===== src/rtl/game_pkg.sv =====
// Encodings and constants shared by the game sequencer and the score datapath.
package game_pkg;

  typedef enum logic [1:0] {
    IDLE        = 2'd0,
    SONG_SELECT = 2'd1,
    GAME_PLAY   = 2'd2,
    GAME_OVER   = 2'd3
  } game_state_e;

  localparam logic [7:0] COMBO_MAX = 8'd255;
  localparam int         NUM_LANES = 2;

  // A miss breaks the combo; a beat with hits extends it; an empty beat leaves it alone.
  function automatic logic [7:0] combo_next(input logic [7:0] combo,
                                            input logic       any_hit,
                                            input logic       miss);
    if (miss)                        return 8'd0;
    else if (any_hit && combo != COMBO_MAX) return combo + 8'd1;
    else                             return combo;
  endfunction

endpackage


===== src/rtl/beat_timer.sv =====
// Beat time base: counts 0..BEAT_DIV-1 while enabled and flags the last cycle of each beat.
module beat_timer #(
  parameter int BEAT_DIV = 12500000
) (
  input  logic clk,
  input  logic rst,
  input  logic clr,
  input  logic en,
  output logic beat_end
);

  localparam int            CW   = (BEAT_DIV > 1) ? $clog2(BEAT_DIV) : 1;
  localparam logic [CW-1:0] LAST = CW'(BEAT_DIV - 1);

  logic [CW-1:0] count;

  assign beat_end = en && (count == LAST);

  always_ff @(posedge clk or posedge rst) begin
    if (rst)           count <= '0;
    else if (clr)      count <= '0;
    else if (beat_end) count <= '0;
    else if (en)       count <= count + CW'(1);
  end

endmodule


===== src/rtl/rhythm_game_sequencer.sv =====
// Game-flow controller: state machine, song select, beat judging and combo tracking.
// Optional pause input is built when RHYTHM_PAUSE_EN is defined.
module rhythm_game_sequencer
  import game_pkg::*;
#(
  parameter int NUM_SONGS      = 4,
  parameter int SONG_LEN_BEATS = 128,
  parameter int BEAT_DIV       = 12500000
) (
  input  logic                                            clk,
  input  logic                                            rst,
  input  logic                                            btn_start,
  input  logic                                            btn_next,
`ifdef RHYTHM_PAUSE_EN
  input  logic                                            btn_pause,
`endif
  input  logic [NUM_LANES-1:0]                            lane_hit,
  input  logic [NUM_LANES-1:0]                            chart_notes,
  output logic [1:0]                                      game_state,
  output logic [((NUM_SONGS > 1) ? $clog2(NUM_SONGS) : 1)-1:0] song_id,
  output logic [7:0]                                      beat_idx,
  output logic [NUM_LANES-1:0]                            inp,
  output logic                                            inp_valid,
  output logic [7:0]                                      combo,
  output logic [7:0]                                      max_combo,
  output logic                                            score_clear
);

  localparam int SW = (NUM_SONGS > 1) ? $clog2(NUM_SONGS) : 1;

  game_state_e          state, state_nx;
  logic                 in_play, enter_play, run, beat_end, last_beat, miss;
  logic [NUM_LANES-1:0] hit_latch, lanes_seen, hits;
  logic [7:0]           combo_nx;

  assign game_state = state;
  assign in_play    = (state == GAME_PLAY);
  assign enter_play = (state == SONG_SELECT) && btn_start;
  assign last_beat  = (beat_idx == 8'(SONG_LEN_BEATS - 1));

`ifdef RHYTHM_PAUSE_EN
  logic paused;

  always_ff @(posedge clk or posedge rst) begin
    if (rst)                                    paused <= 1'b0;
    else if (!in_play || state_nx != GAME_PLAY) paused <= 1'b0;
    else if (btn_pause)                         paused <= ~paused;
  end

  assign run = in_play && !paused;
`else
  assign run = in_play;
`endif

  beat_timer #(.BEAT_DIV(BEAT_DIV)) u_beat_timer (
    .clk      (clk),
    .rst      (rst),
    .clr      (enter_play),
    .en       (run),
    .beat_end (beat_end)
  );

  // A press in the beat-end cycle itself still belongs to the closing beat.
  assign lanes_seen = hit_latch | lane_hit;
  assign hits       = lanes_seen & chart_notes;
  assign miss       = |(chart_notes & ~lanes_seen);
  assign combo_nx   = combo_next(combo, |hits, miss);

  always_comb begin
    // NOTE: default first so every path assigns state_nx and no latch is inferred.
    state_nx = state;
    unique case (state)
      IDLE:        if (btn_start) state_nx = SONG_SELECT;
      SONG_SELECT: if (btn_start) state_nx = GAME_PLAY;
      GAME_PLAY:   if (beat_end && last_beat) state_nx = GAME_OVER;
      GAME_OVER:   if (btn_start) state_nx = IDLE;
      default:     state_nx = IDLE;
    endcase
  end

  always_ff @(posedge clk or posedge rst) begin
    // NOTE: non-blocking so every register samples pre-edge values regardless of statement order.
    if (rst) state <= IDLE;
    else     state <= state_nx;
  end

  always_ff @(posedge clk or posedge rst) begin
    if (rst) begin
      song_id     <= '0;
      beat_idx    <= '0;
      inp         <= '0;
      inp_valid   <= 1'b0;
      combo       <= '0;
      max_combo   <= '0;
      score_clear <= 1'b0;
      hit_latch   <= '0;
    end else begin
      score_clear <= enter_play;
      inp_valid   <= beat_end;

      // Start wins over next when both arrive together.
      if (state == SONG_SELECT && btn_next && !btn_start)
        song_id <= (song_id == SW'(NUM_SONGS - 1)) ? '0 : song_id + SW'(1);

      if (enter_play) begin
        beat_idx  <= '0;
        combo     <= '0;
        max_combo <= '0;
        hit_latch <= '0;
      end else if (run) begin
        if (beat_end) begin
          hit_latch <= '0;
          inp       <= hits;
          combo     <= combo_nx;
          if (combo_nx > max_combo) max_combo <= combo_nx;
          if (!last_beat)           beat_idx  <= beat_idx + 8'd1;
        end else begin
          hit_latch <= lanes_seen;
        end
      end
    end
  end

endmodule


===== config.mk =====
export PLATFORM = sky130hd
export DESIGN_NAME = rhythm_game_sequencer
export DESIGN_NICKNAME = d
export VERILOG_FILES = /design/src/rtl/game_pkg.sv /design/src/rtl/beat_timer.sv /design/src/rtl/rhythm_game_sequencer.sv
export SDC_FILE = /design/constraint.sdc
export NUM_CORES = 1
export LEC_CHECK = 0
export CORE_MARGIN = 10
export CORE_UTILIZATION = 50
export CTS_CLUSTER_SIZE = 8
export DETAILED_ROUTE_END_ITERATION = 6
export PLACE_DENSITY = 0.72
export SLEW_MARGIN = 10
export SYNTH_ARGS = -nofsm -noshare
export SYNTH_HDL_FRONTEND = slang
export SYNTH_SLANG_ARGS = --single-unit

===== constraint.sdc =====
create_clock -name clk -period 7.18 [get_ports clk]
set_input_delay 1.795 -clock clk [delete_from_list [all_inputs] [get_ports clk]]
set_output_delay 1.795 -clock clk [all_outputs]
set_load 0.005 [all_outputs]

==> tab_implementation.tex, run 1 <==
\begin{tabular}{lr}
\hline
Metric & Value \\
\hline
\multicolumn{2}{l}{\textbf{Run status}} \\
\quad Run status & finished, final reports clean \\
\multicolumn{2}{l}{\textbf{Timing}} \\
\quad Unrepaired setup endpoints after global routing & false \\
\quad Tcrit/Tclk final & 64.4\% \\
\quad Slew at the pin with the worst max-slew slack & 1000 ps \\
\quad Clk\_skew & 14.7 ps \\
\quad Number of max-slew violations in the final report & 0 \\
\quad Worst rel slew slack & 33.3\% \\
\quad Sum of negative setup slack & 0 ps \\
\quad Post-layout minimum cycle time & 4620 ps \\
\quad Final hold violation count & 0 \\
\quad Final setup vio count & 0 \\
\quad Max Fclk & 216 MHz \\
\multicolumn{2}{l}{\textbf{Yosys}} \\
\quad Post-synthesis instance total & 343 \\
\quad Post-synthesis average cell area & 9.31 um\^{}2 \\
\quad Number of flops mapped to enable cells by yosys & 0 \\
\quad Number of distinct library cells after synthesis & 42 \\
\quad Sequential cell area fraction in the yosys report & 45.5\% \\
\quad Synth Net Count & 369 \\
\quad Async SR Flop Fraction & 100\% \\
\quad Number of warnings reported in the yosys synthesis log & 0 \\
\quad Area share of the leading cell type in the synthesized netlist & 45.5\% \\
\quad Synth Flop Type & dfrtp\_1 \\
\quad Cell types with the largest area share after synthesis & dfrtp\_1, ha\_1, nor2\_1 \\
\quad Post-synth top area cell & dfrtp\_1 \\
\quad Flip-flop and latch count after synthesis & 58 \\
\quad Synthesized cell area & 0.00319 mm\^{}2 \\
\multicolumn{2}{l}{\textbf{Critical path}} \\
\quad CP required & 7350 ps \\
\quad Critical Path AT & 4790 ps \\
\quad CP endpoint kind & register \\
\quad Largest fanout on the critical path & 8 \\
\quad Number of cells on the worst reg-to-reg path & 8 \\
\quad Worst Setup Path Type & in2reg \\
\quad Setup crit start kind & input pin \\
\multicolumn{2}{l}{\textbf{Detailed routing}} \\
\quad DRC violation count after routing & 0 \\
\quad Total iterations of the first detailed-routing run & 4 \\
\quad Iter 0 DRT Violations & 133 \\
\quad Antenna-violating nets left & 0 \\
\quad Routed vias/inst & 5.38 \\
\quad Total wire length & 6750 um \\
\quad Average wire length per cell after detail routing & 14.4 um \\
\quad Count of vias placed by the detailed router & 2,511 \\
\multicolumn{2}{l}{\textbf{Floorplanning}} \\
\quad Core region area & 0.00628 mm\^{}2 \\
\quad Initial Utilization & 50.9\% \\
\quad Area enclosed by the die boundary & 0.00998 mm\^{}2 \\
\quad Vertical die dimension & 99.9 um \\
\quad Number of top-level pins & 40 \\
\quad Die X-Extent & 99.9 um \\
\quad Number of placement rows & 29 \\
\multicolumn{2}{l}{\textbf{Cells and area}} \\
\quad Net count reported at finish & 411 \\
\quad Final Cell Area & 0.00390 mm\^{}2 \\
\quad Number of diodes & 0 \\
\quad Area grow syn2layout & 22.3\% \\
\quad Most frequent standard cell in the layout excluding fill and tap cells & nor2\_1 \\
\quad Commonest non-fill, non-tap cells in the layout & nor2\_1, dfrtp\_1, clkdlybuf4s50\_1 \\
\quad Layout cell share with drive strength beyond 1 & 5.90\% \\
\multicolumn{2}{l}{\textbf{Clocking}} \\
\quad Clock tree from TritonCTS & yes \\
\quad Insertion delay to the later sink of the worst-skew pair & 340 ps \\
\quad Count of H-tree levels built during CTS & 3 \\
\quad Hold bufs inserted after CTS & 0 \\
\quad Clock tree root buffer cell & clkbuf\_8 \\
\quad Total of cells resized after clock tree synthesis & 0 \\
\quad Clock sink count & 58 \\
\quad Clock transition at the registers of the reported paths & 70 ps \\
\quad Buffers inserted by post-CTS timing repair & 0 \\
\quad CTS max path bufs & 2 \\
\quad Number of buffers created by CTS & 9 \\
\multicolumn{2}{l}{\textbf{Global routing}} \\
\quad Vias in the first global route & 2,461 \\
\quad Initial antenna violation count & 0 \\
\quad Largest net degree at the start of global routing & 59 \\
\quad Overall routing resource usage & 14.0\% \\
\quad Wire length of the first global-routing pass & 11,600 um \\
\quad Grt ovf & 0 \\
\multicolumn{2}{l}{\textbf{Place}} \\
\quad HPWL after detailed placement & 4790 um \\
\quad Placed standard-cell area & 0.00365 mm\^{}2 \\
\quad IO buf count & 39 \\
\quad Gpl congestion & 0.826 \\
\multicolumn{2}{l}{\textbf{Min path}} \\
\quad Hold WC Path Type & reg2reg \\
\quad Worst hold path stage count & 2 \\
\multicolumn{2}{l}{\textbf{Flow run}} \\
\quad Total of max-cap violations & 0 \\
\multicolumn{2}{l}{\textbf{Pwr}} \\
\quad Leak Pwr & 1.67 nW \\
\quad P per Cell Area & 246 mW/mm\^{}2 \\
\quad Worst VDD drop & 0.000175 V \\
\hline
\end{tabular}
[state kept, by name, indices dropped and copies added (netlist names), 2 cells and up]
| signal | cells |
|---|---|
| hit_latch | 2 |
| inp | 2 |
| u_beat_timer.count | 24 |
| max_combo | 8 |
| song_id | 2 |
| game_state | 2 |
| beat_idx | 8 |
| combo | 8 |
[cell families after synthesis]
kind of cell             after synthesis  share of synthesized area, %
AO/OA/AOI/OAI                         45                          9.25
adder cells (fa/ha/maj)               18                          7.05
multiplexers                          13                          4.15
AND/OR/NAND/NOR                      155                          23.1
XOR/XNOR                              29                          7.95
buffers and inverters                 25                          3.02
flip-flops                            58                          45.5
[synthesized netlist by cell type, types with 7 or more instances]
library cell and number:
a21oi_1 19, and3_1 8, clkbuf_1 7, dfrtp_1 58
ha_1 18, inv_1 16, mux2i_1 11, nand2_1 35
nand3_1 10, nand4_1 12, nor2_1 60, nor3_1 8
o21ai_0 9, xnor2_1 16, xor2_1 13
[where the power goes]
| part | switching (W) | internal, W | total, W | leakage (nW) |
|---|---|---|---|---|
| sequential | 0.0000306 | 0.000357 | 0.000387 | 0.784 |
| combinational | 0.000108 | 0.0000865 | 0.000195 | 0.763 |
| clock | 0.000129 | 0.000250 | 0.000378 | 0.123 |
[per-layer routing]
layer | vias up | GRT usage (%) | share of wire, %
li1 | 1264 | - | -
met1 | 1193 | 17.9 | 47
met2 | 44 | 21.5 | 46
met3 | 10 | 4.88 | 5.6
met4 | 0 | 4.96 | 1.4
met5 | - | 0 | 0
[final timing paths]
kind | from | to | slack, ps
min in group asynchronous | rst | max_combo[3] | 1990
setup / recovery | lane_hit[1] | max_combo[1] | 2560
setup reg to reg | game_state[0] | max_combo[1] | 3810
hold reg to reg | inp[0] | inp[0] | 490
hold / removal | inp[0] | inp[0] | 490
max in group asynchronous | rst | u_beat_timer.count[22] | 4710
[worst max-delay path, stage by stage]
cell and delay (ps):
clkdlybuf4s50_1 460, o21a_1 200, o21ai_0 360, nor2_1 100, a211oi_1 470, ha_1 340, nand4_1 100, nor2_1 70
a311oi_4 590, mux2i_1 250, nor2_1 50
[stage by stage]
stage	cells	hold WS, ps	setup WS, ps	utilization, %	total power (W)
CTS	467	487	2590	62.2	0.000970
detailed placement	451	472	2250	58.2	0.000591
global placement	451	468	2290	58.2	0.000584
global route	467	532	2350	62.2	0.00101
floorplan	343	472	3140	-	0.000520
finish	467	486	2560	62.2	0.000960
[cell type report]
cell class / instances / area [um^2]
well taps: 77 / 96.3
clock inverters: 4 / 97.6
multi-input cells: 260 / 1650
clock buffers: 12 / 155
inverters: 16 / 60.1
repair buffers: 40 / 398
flip-flops and latches: 58 / 1450
fillers: 517 / 2370
No activity file was read; power rests on OpenSTA's default activity.
==> inputs of run 2 (changes only) <==
==> constraint.sdc (replaced) <==
create_clock -name clk -period 4.28 [get_ports clk]
set_input_delay 1.07 -clock clk [delete_from_list [all_inputs] [get_ports clk]]
set_output_delay 1.07 -clock clk [all_outputs]
set_load 0.005 [all_outputs]
==> run 2 against run 1 <==
Against the previous run:
- clock power up 51%
- total power increased by 61%
- non-clock buffer count rose by 7
- final area up 0.48%
- critical path depth rose by 2
- cell count increased by 1.5%
- first-iteration DRC count shrank 13%
- global-route usage is 0.36 points higher
- sequential power grew 67%
- die area stayed put
- register-to-register slack lost 2700 ps
- largest power group unchanged
==> tab_implementation.tex, run 2 (same netlist as run 1, synthesis figures left out) <==
\begin{tabular}{lr}
\hline
Metric & Value \\
\hline
\multicolumn{2}{l}{\textbf{Timing}} \\
\quad Max Fclk & 278 MHz \\
\quad Number of max-slew violations in the final report & 0 (unchanged) \\
\quad Slew at the pin with the worst max-slew slack & 867 ps (-133 ps) \\
\quad Post-layout minimum cycle time & 3590 ps \\
\quad Clk\_skew & 13.5 ps (-1.15 ps) \\
\quad Sum of negative setup slack & 0 ps (unchanged) \\
\quad Tcrit/Tclk final & 83.9\% \\
\quad Final hold violation count & 0 (unchanged) \\
\quad Final setup vio count & 0 (unchanged) \\
\quad Worst rel slew slack & 42.0\% (+8.7 points) \\
\quad Unrepaired setup endpoints after global routing & false \\
\multicolumn{2}{l}{\textbf{Cells and area}} \\
\quad Register Area & 0.00145 mm\^{}2 (unchanged) \\
\quad Post-layout utilization of the core & 62.5\% (+0.30 points) \\
\quad Most frequent standard cell in the layout excluding fill and tap cells & nor2\_1 \\
\quad Area grow syn2layout & 22.8\% \\
\quad Number of flip-flops in the largest register & 24 (unchanged) \\
\quad Number of diodes & 0 (unchanged) \\
\quad Multi-input gate area in the final layout & 0.00165 mm\^{}2 (unchanged) \\
\quad Layout cell share with drive strength beyond 1 & 7.56\% (+1.7 points) \\
\quad Register containing the most flip-flops in the final layout & u\_beat\_timer.count \\
\quad Commonest non-fill, non-tap cells in the layout & nor2\_1, dfrtp\_1, clkdlybuf4s50\_1 \\
\quad Fillcell total & 539 (+4.3\%) \\
\quad Final Cell Area & 0.00392 mm\^{}2 (+0.48\%) \\
\quad Net count reported at finish & 418 (+1.7\%) \\
\multicolumn{2}{l}{\textbf{Detailed routing}} \\
\quad Count of vias placed by the detailed router & 2,563 (+2.1\%) \\
\quad Antenna-violating nets left & 0 (unchanged) \\
\quad Iter 0 DRT Violations & 116 (-13\%) \\
\quad Total wire length & 6880 um (+2.0\%) \\
\quad Average wire length per cell after detail routing & 14.5 um (+0.45\%) \\
\quad Total iterations of the first detailed-routing run & 4 (unchanged) \\
\quad Routed vias/inst & 5.41 (+0.56\%) \\
\quad DRC violation count after routing & 0 (unchanged) \\
\multicolumn{2}{l}{\textbf{Critical path}} \\
\quad Worst Setup Path Type & in2reg \\
\quad CP endpoint kind & register \\
\quad Endpoint of the worst-slack reg-to-reg timing path & max\_combo[1] \\
\quad Setup crit start kind & input pin \\
\quad Beginning of the worst register-to-register path & game\_state[0] \\
\quad Delay of the slowest critical-path stage & 460 ps (-130 ps) \\
\quad Setup slack of the worst register-to-register path & 1160 ps (-2650 ps) \\
\quad Critical Path AT & 3820 ps (-970 ps) \\
\quad CP required & 4500 ps (-2850 ps) \\
\quad Number of cells on the worst reg-to-reg path & 9 (+1) \\
\quad Cell-by-cell listing of the critical path & clkdlybuf4s50\_1 > o21a\_1 > o21ai\_0 > nor2\_1 > a211oi\_1 > ha\_1 > o21ai\_0 > a21oi\_1 > o21bai\_1 > a311oi\_4 > buf\_4 > mux2i\_1 > nor2\_1 \\
\quad Cell with the biggest individual delay on the critical path & clkdlybuf4s50\_1 \\
\quad Endpoint of the most critical setup path & max\_combo[1] \\
\quad Largest fanout on the critical path & 5 (-3) \\
\quad Startpoint of the most critical setup path & lane\_hit[1] \\
\multicolumn{2}{l}{\textbf{Clocking}} \\
\quad Count of H-tree levels built during CTS & 3 (unchanged) \\
\quad Clock transition at the registers of the reported paths & 70 ps (about the same) \\
\quad Number of buffers created by CTS & 9 (unchanged) \\
\quad CTS max path bufs & 2 (unchanged) \\
\quad Insertion delay to the later sink of the worst-skew pair & 340 ps (about the same) \\
\quad Total of cells resized after clock tree synthesis & 0 (unchanged) \\
\quad Buffers inserted by post-CTS timing repair & 0 (unchanged) \\
\quad Clock tree root buffer cell & clkbuf\_8 \\
\quad Hold bufs inserted after CTS & 0 (unchanged) \\
\quad Clock tree from TritonCTS & yes \\
\quad Clock sink count & 58 (unchanged) \\
\multicolumn{2}{l}{\textbf{Place}} \\
\quad IO buf count & 39 (unchanged) \\
\quad HPWL after detailed placement & 4920 um (+2.7\%) \\
\quad Placed standard-cell area & 0.00370 mm\^{}2 (+1.4\%) \\
\quad Gpl congestion & 0.816 (-1.2\%) \\
\multicolumn{2}{l}{\textbf{Floorplanning}} \\
\quad Initial Utilization & 50.9\% (unchanged) \\
\quad Vertical die dimension & 99.9 um (unchanged) \\
\quad Number of top-level pins & 40 (unchanged) \\
\quad Core region area & 0.00628 mm\^{}2 (unchanged) \\
\quad Area enclosed by the die boundary & 0.00998 mm\^{}2 (unchanged) \\
\quad Die X-Extent & 99.9 um (unchanged) \\
\quad Number of placement rows & 29 (unchanged) \\
\multicolumn{2}{l}{\textbf{Pwr}} \\
\quad Worst VDD drop & 0.000244 V (+40\%) \\
\quad P per Cell Area & 395 mW/mm\^{}2 (+61\%) \\
\quad Final Total Pwr & 0.00155 W (+61\%) \\
\quad Leak Pwr & 1.69 nW (+1.5\%) \\
\multicolumn{2}{l}{\textbf{Global routing}} \\
\quad Grt ovf & 0 (unchanged) \\
\quad Overall routing resource usage & 14.4\% (+0.36 points) \\
\quad Wire length of the first global-routing pass & 11,900 um (+2.8\%) \\
\quad Initial antenna violation count & 0 (unchanged) \\
\quad Vias in the first global route & 2,576 (+4.7\%) \\
\quad Largest net degree at the start of global routing & 38 (-36\%) \\
\multicolumn{2}{l}{\textbf{Flow run}} \\
\quad Total of max-cap violations & 0 (unchanged) \\
\multicolumn{2}{l}{\textbf{Min path}} \\
\quad Hold WC Path Type & reg2reg \\
\multicolumn{2}{l}{\textbf{Run status}} \\
\quad Run status & finished, final reports clean \\
\hline
\end{tabular}
## run 2: worst min path at each step
stage           start  endpoint  slack (ps)  cells past startpoint
2_1_floorplan  inp[0]    inp[0]         470                      2
3_3_place_gp   inp[1]    inp[1]         470                      2
3_5_place_dp   inp[0]    inp[0]         470                      2
4_1_cts        inp[0]    inp[0]         490                      2
5_1_grt        inp[1]    inp[1]         520                      2
6_report       inp[0]    inp[0]         480                      2
## run 2: final cells by class
type                            count  area share [%]
Clock buffer                       11            3.60
Clock inverter                      5            1.98
Inverter                           16            1.53
Multi-Input combinational cell    260            41.9
Sequential cell                    58            37.0
Tap cell                           77            2.46
Timing Repair Buffer               47            11.5
## run 2: per-stage QoR
| step | cells | hold WS (ps) | worst slack [ps] |
|---|---|---|---|
| after floorplan | 343 | 472 | 961 |
| after global placement | 458 | 470 | 380 |
| after detailed placement | 458 | 471 | 284 |
| after CTS | 474 | 485 | 664 |
| after global routing | 474 | 518 | 439 |
| final | 474 | 483 | 689 |
## run 2: layer usage
metal	up-vias	routed length (um)	GRT usage, %	share of wire (%)
met3	14	407	4.12	5.9
met1	1214	3120	17.8	45
met4	0	124	6.17	1.8
li1	1282	-	-	-
met5	-	0	0	0
met2	53	3220	22.8	47
## run 2: power by group
group	total, W	internal [W]	switching, W
sequential	0.000648	0.000598	0.0000503
clock	0.000570	0.000342	0.000228
combinational	0.000330	0.000152	0.000179
## run 2: critical path: cells and delay by family
| kind | cells | cell delay, ps |
|---|---|---|
| buffers and inverters | 2 | 670 |
| multiplexers | 1 | 190 |
| adder cells (fa/ha/maj) | 1 | 210 |
| AO/OA/AOI/OAI | 7 | 1530 |
| AND/OR/NAND/NOR | 2 | 160 |
==> inputs of run 3 (changes only) <==
==> constraint.sdc (replaced) <==
create_clock -name clk -period 3.35 [get_ports clk]
set_input_delay 0.8375 -clock clk [delete_from_list [all_inputs] [get_ports clk]]
set_output_delay 0.8375 -clock clk [all_outputs]
set_load 0.005 [all_outputs]
==> run 3 against run 2 <==
Against the previous run:
- via count grew 3.9%
- critical endpoint unchanged
- register-to-register slack lost 680 ps
- clock skew shrank 3.0 ps
- die area is the same
- wire length grew 3.8%
- utilization grew 2.4 points
- first-iteration DRC count shrank 3.4%
- final area grew 3.8%
- largest cell class unchanged
- highest routed layer unchanged
==> tab_implementation.tex, run 3 (same netlist as run 1, synthesis figures left out) <==
\begin{tabular}{lr}
\hline
Metric & Value \\
\hline
\multicolumn{2}{l}{\textbf{Cells and area}} \\
\quad Final Cell Area & 0.00407 mm\^{}2 (+3.8\%) \\
\quad Layout cell share with drive strength beyond 1 & 13.2\% (+5.7 points) \\
\quad Number of flip-flops in the largest register & 24 (unchanged) \\
\quad Area grow syn2layout & 27.5\% \\
\quad Register containing the most flip-flops in the final layout & u\_beat\_timer.count \\
\quad Net count reported at finish & 437 (+4.5\%) \\
\quad Commonest non-fill, non-tap cells in the layout & nor2\_1, dfrtp\_1, clkdlybuf4s50\_1 \\
\quad Most frequent standard cell in the layout excluding fill and tap cells & nor2\_1 \\
\quad Number of diodes & 0 (unchanged) \\
\multicolumn{2}{l}{\textbf{Detailed routing}} \\
\quad Average wire length per cell after detail routing & 14.5 um (-0.21\%) \\
\quad Count of vias placed by the detailed router & 2,662 (+3.9\%) \\
\quad Routed vias/inst & 5.40 (-0.14\%) \\
\quad Iter 0 DRT Violations & 112 (-3.4\%) \\
\quad DRC violation count after routing & 0 (unchanged) \\
\quad Antenna-violating nets left & 0 (unchanged) \\
\quad Total iterations of the first detailed-routing run & 4 (unchanged) \\
\quad Total wire length & 7140 um (+3.8\%) \\
\multicolumn{2}{l}{\textbf{Timing}} \\
\quad Post-layout minimum cycle time & 3170 ps \\
\quad Slew at the pin with the worst max-slew slack & 772 ps (-95.2 ps) \\
\quad Unrepaired setup endpoints after global routing & true \\
\quad Worst rel slew slack & 48.5\% (+6.4 points) \\
\quad Final hold violation count & 0 (unchanged) \\
\quad Max Fclk & 315 MHz \\
\quad Clk\_skew & 10.5 ps (-3.04 ps) \\
\quad Final setup vio count & 0 (unchanged) \\
\quad Number of max-slew violations in the final report & 0 (unchanged) \\
\quad Tcrit/Tclk final & 94.7\% \\
\multicolumn{2}{l}{\textbf{Clocking}} \\
\quad Clock tree root buffer cell & clkbuf\_8 \\
\quad Hold bufs inserted after CTS & 0 (unchanged) \\
\quad Buffers inserted by post-CTS timing repair & 0 (unchanged) \\
\quad Total of cells resized after clock tree synthesis & 0 (unchanged) \\
\quad Clock sink count & 58 (unchanged) \\
\quad CTS max path bufs & 2 (unchanged) \\
\quad Insertion delay to the later sink of the worst-skew pair & 330 ps (about the same) \\
\quad Clock transition at the registers of the reported paths & 60 ps (about the same) \\
\quad Clock tree from TritonCTS & yes \\
\quad Count of H-tree levels built during CTS & 3 (unchanged) \\
\quad Number of buffers created by CTS & 9 (unchanged) \\
\multicolumn{2}{l}{\textbf{Global routing}} \\
\quad Largest net degree at the start of global routing & 36 (-5.3\%) \\
\quad Wire length of the first global-routing pass & 12,100 um (+2.0\%) \\
\quad Vias in the first global route & 2,634 (+2.3\%) \\
\quad Overall routing resource usage & 14.7\% (+0.32 points) \\
\quad Grt ovf & 0 (unchanged) \\
\quad Initial antenna violation count & 0 (unchanged) \\
\multicolumn{2}{l}{\textbf{Pwr}} \\
\quad P per Cell Area & 470 mW/mm\^{}2 (+19\%) \\
\quad Gate power share & 24.0\% (+2.7 points) \\
\quad Worst VDD drop & 0.000390 V (+60\%) \\
\quad Fraction of power spent switching nets & 30.9\% (+1.4 points) \\
\quad Final Total Pwr & 0.00191 W (+23\%) \\
\quad Clock share of power & 32.4\% (-4.4 points) \\
\quad Sequential share of power & 43.6\% (+1.7 points) \\
\quad Leak Pwr & 1.79 nW (+5.5\%) \\
\quad Internal Pwr Total & 0.00132 W (+21\%) \\
\quad Switching power & 0.000590 W (+29\%) \\
\multicolumn{2}{l}{\textbf{Floorplanning}} \\
\quad Number of placement rows & 29 (unchanged) \\
\quad Die X-Extent & 99.9 um (unchanged) \\
\quad Number of top-level pins & 40 (unchanged) \\
\quad Vertical die dimension & 99.9 um (unchanged) \\
\quad Initial Utilization & 50.9\% (unchanged) \\
\quad Core region area & 0.00628 mm\^{}2 (unchanged) \\
\quad Area enclosed by the die boundary & 0.00998 mm\^{}2 (unchanged) \\
\multicolumn{2}{l}{\textbf{Min path}} \\
\quad Hold WC Path Type & reg2reg \\
\multicolumn{2}{l}{\textbf{Critical path}} \\
\quad Number of cells on the worst reg-to-reg path & 13 (+4) \\
\quad Beginning of the worst register-to-register path & combo[0] \\
\quad Setup slack of the worst register-to-register path & 480 ps (-680 ps) \\
\quad Kind of cell with the highest combined delay on the critical path & compound AO/OA/AOI/OAI gates \\
\quad Endpoint of the worst-slack reg-to-reg timing path & max\_combo[1] \\
\quad Setup crit start kind & input pin \\
\quad Delay of the slowest critical-path stage & 540 ps (+80 ps) \\
\quad Cell-by-cell listing of the critical path & clkdlybuf4s50\_1 > o21ai\_2 > a21oi\_2 > a31oi\_1 > a311oi\_1 > buf\_4 > ha\_1 > nand4\_1 > nor2\_1 > a311oi\_4 > buf\_4 > mux2i\_1 > nor2\_1 \\
\quad CP required & 3550 ps (-950 ps) \\
\quad CP endpoint kind & register \\
\quad Startpoint of the most critical setup path & lane\_hit[0] \\
\quad Number of cells on the critical path & 13 (unchanged) \\
\quad Critical Path AT & 3370 ps (-450 ps) \\
\quad Bufs and invs on worst path & 3 (+1) \\
\quad Worst Setup Path Type & in2reg \\
\quad Largest fanout on the critical path & 5 (unchanged) \\
\quad Endpoint of the most critical setup path & max\_combo[1] \\
\quad Cell with the biggest individual delay on the critical path & clkdlybuf4s50\_1 \\
\multicolumn{2}{l}{\textbf{Run status}} \\
\quad Run status & finished, final reports clean \\
\multicolumn{2}{l}{\textbf{Place}} \\
\quad IO buf count & 39 (unchanged) \\
\quad Gpl congestion & 0.845 (+3.6\%) \\
\quad HPWL after detailed placement & 5210 um (+5.9\%) \\
\quad Placed standard-cell area & 0.00386 mm\^{}2 (+4.2\%) \\
\multicolumn{2}{l}{\textbf{Flow run}} \\
\quad Total of max-cap violations & 0 (unchanged) \\
\hline
\end{tabular}
-- run 3: cell types whose count changed in the layout (fill, tap and decap cells not counted), moves of 2 or more --
cell      before  now
o21ai_2        0    3
o21ai_0        9    6
buf_4          8   26
clkinv_2       2    4
-- run 3: cell type report --
type	instances	area, um^2
clock buffer	10	128
clock inverter	6	57.6
fill	535	2210
inverter	16	60.1
multi-input combinational	260	1670
sequential	58	1450
tap	77	96.3
timing repair buffer	66	606
-- run 3: routing by layer --
metal / global-route usage [%] / wire [um] / part of all wire [%]
met4: 7.94 / 138 / 1.9
met2: 24.0 / 3430 / 48
met1: 17.5 / 3190 / 45
met5: 0 / 0 / 0
met3: 3.37 / 383 / 5.4
-- run 3: worst min-delay path, cell delays in order, from the launching register on --
cell,delay [ps]
dfrtp_1,340
nand2_1,40
o21ai_0,60
-- run 3: stage by stage --
stage	setup slack [ps]	util [%]	cells	setup TNS (ps)	hold slack, ps
6_report	177	64.8	493	0	480
5_1_grt	-13.6	64.8	493	-44.0	516
4_1_cts	29.4	64.4	493	0	486
3_5_place_dp	-298	61.5	477	-2290	472
3_3_place_gp	-239	61.5	477	-1790	466
2_1_floorplan	263	-	343	0	472
-- run 3: worst min path at each step --
stage                      start  endpoint  slack, ps  cells after the start
final                     inp[1]    inp[1]        480                      2
after global routing      inp[1]    inp[1]        520                      2
after CTS                 inp[1]    inp[1]        490                      2
after detailed placement  inp[1]    inp[1]        470                      2
after global placement    inp[1]    inp[1]        470                      2
after floorplan           inp[0]    inp[0]        470                      2
-- run 3: power groups by stage --
stage | logic [W] | registers [W] | clock network, W
after global routing | 0.000516 | 0.000842 | 0.000668
final | 0.000458 | 0.000833 | 0.000620
after floorplan | 0.000281 | 0.000833 | 0
after global placement | 0.000446 | 0.000839 | 0
after detailed placement | 0.000456 | 0.000842 | 0
after CTS | 0.000458 | 0.000830 | 0.000635
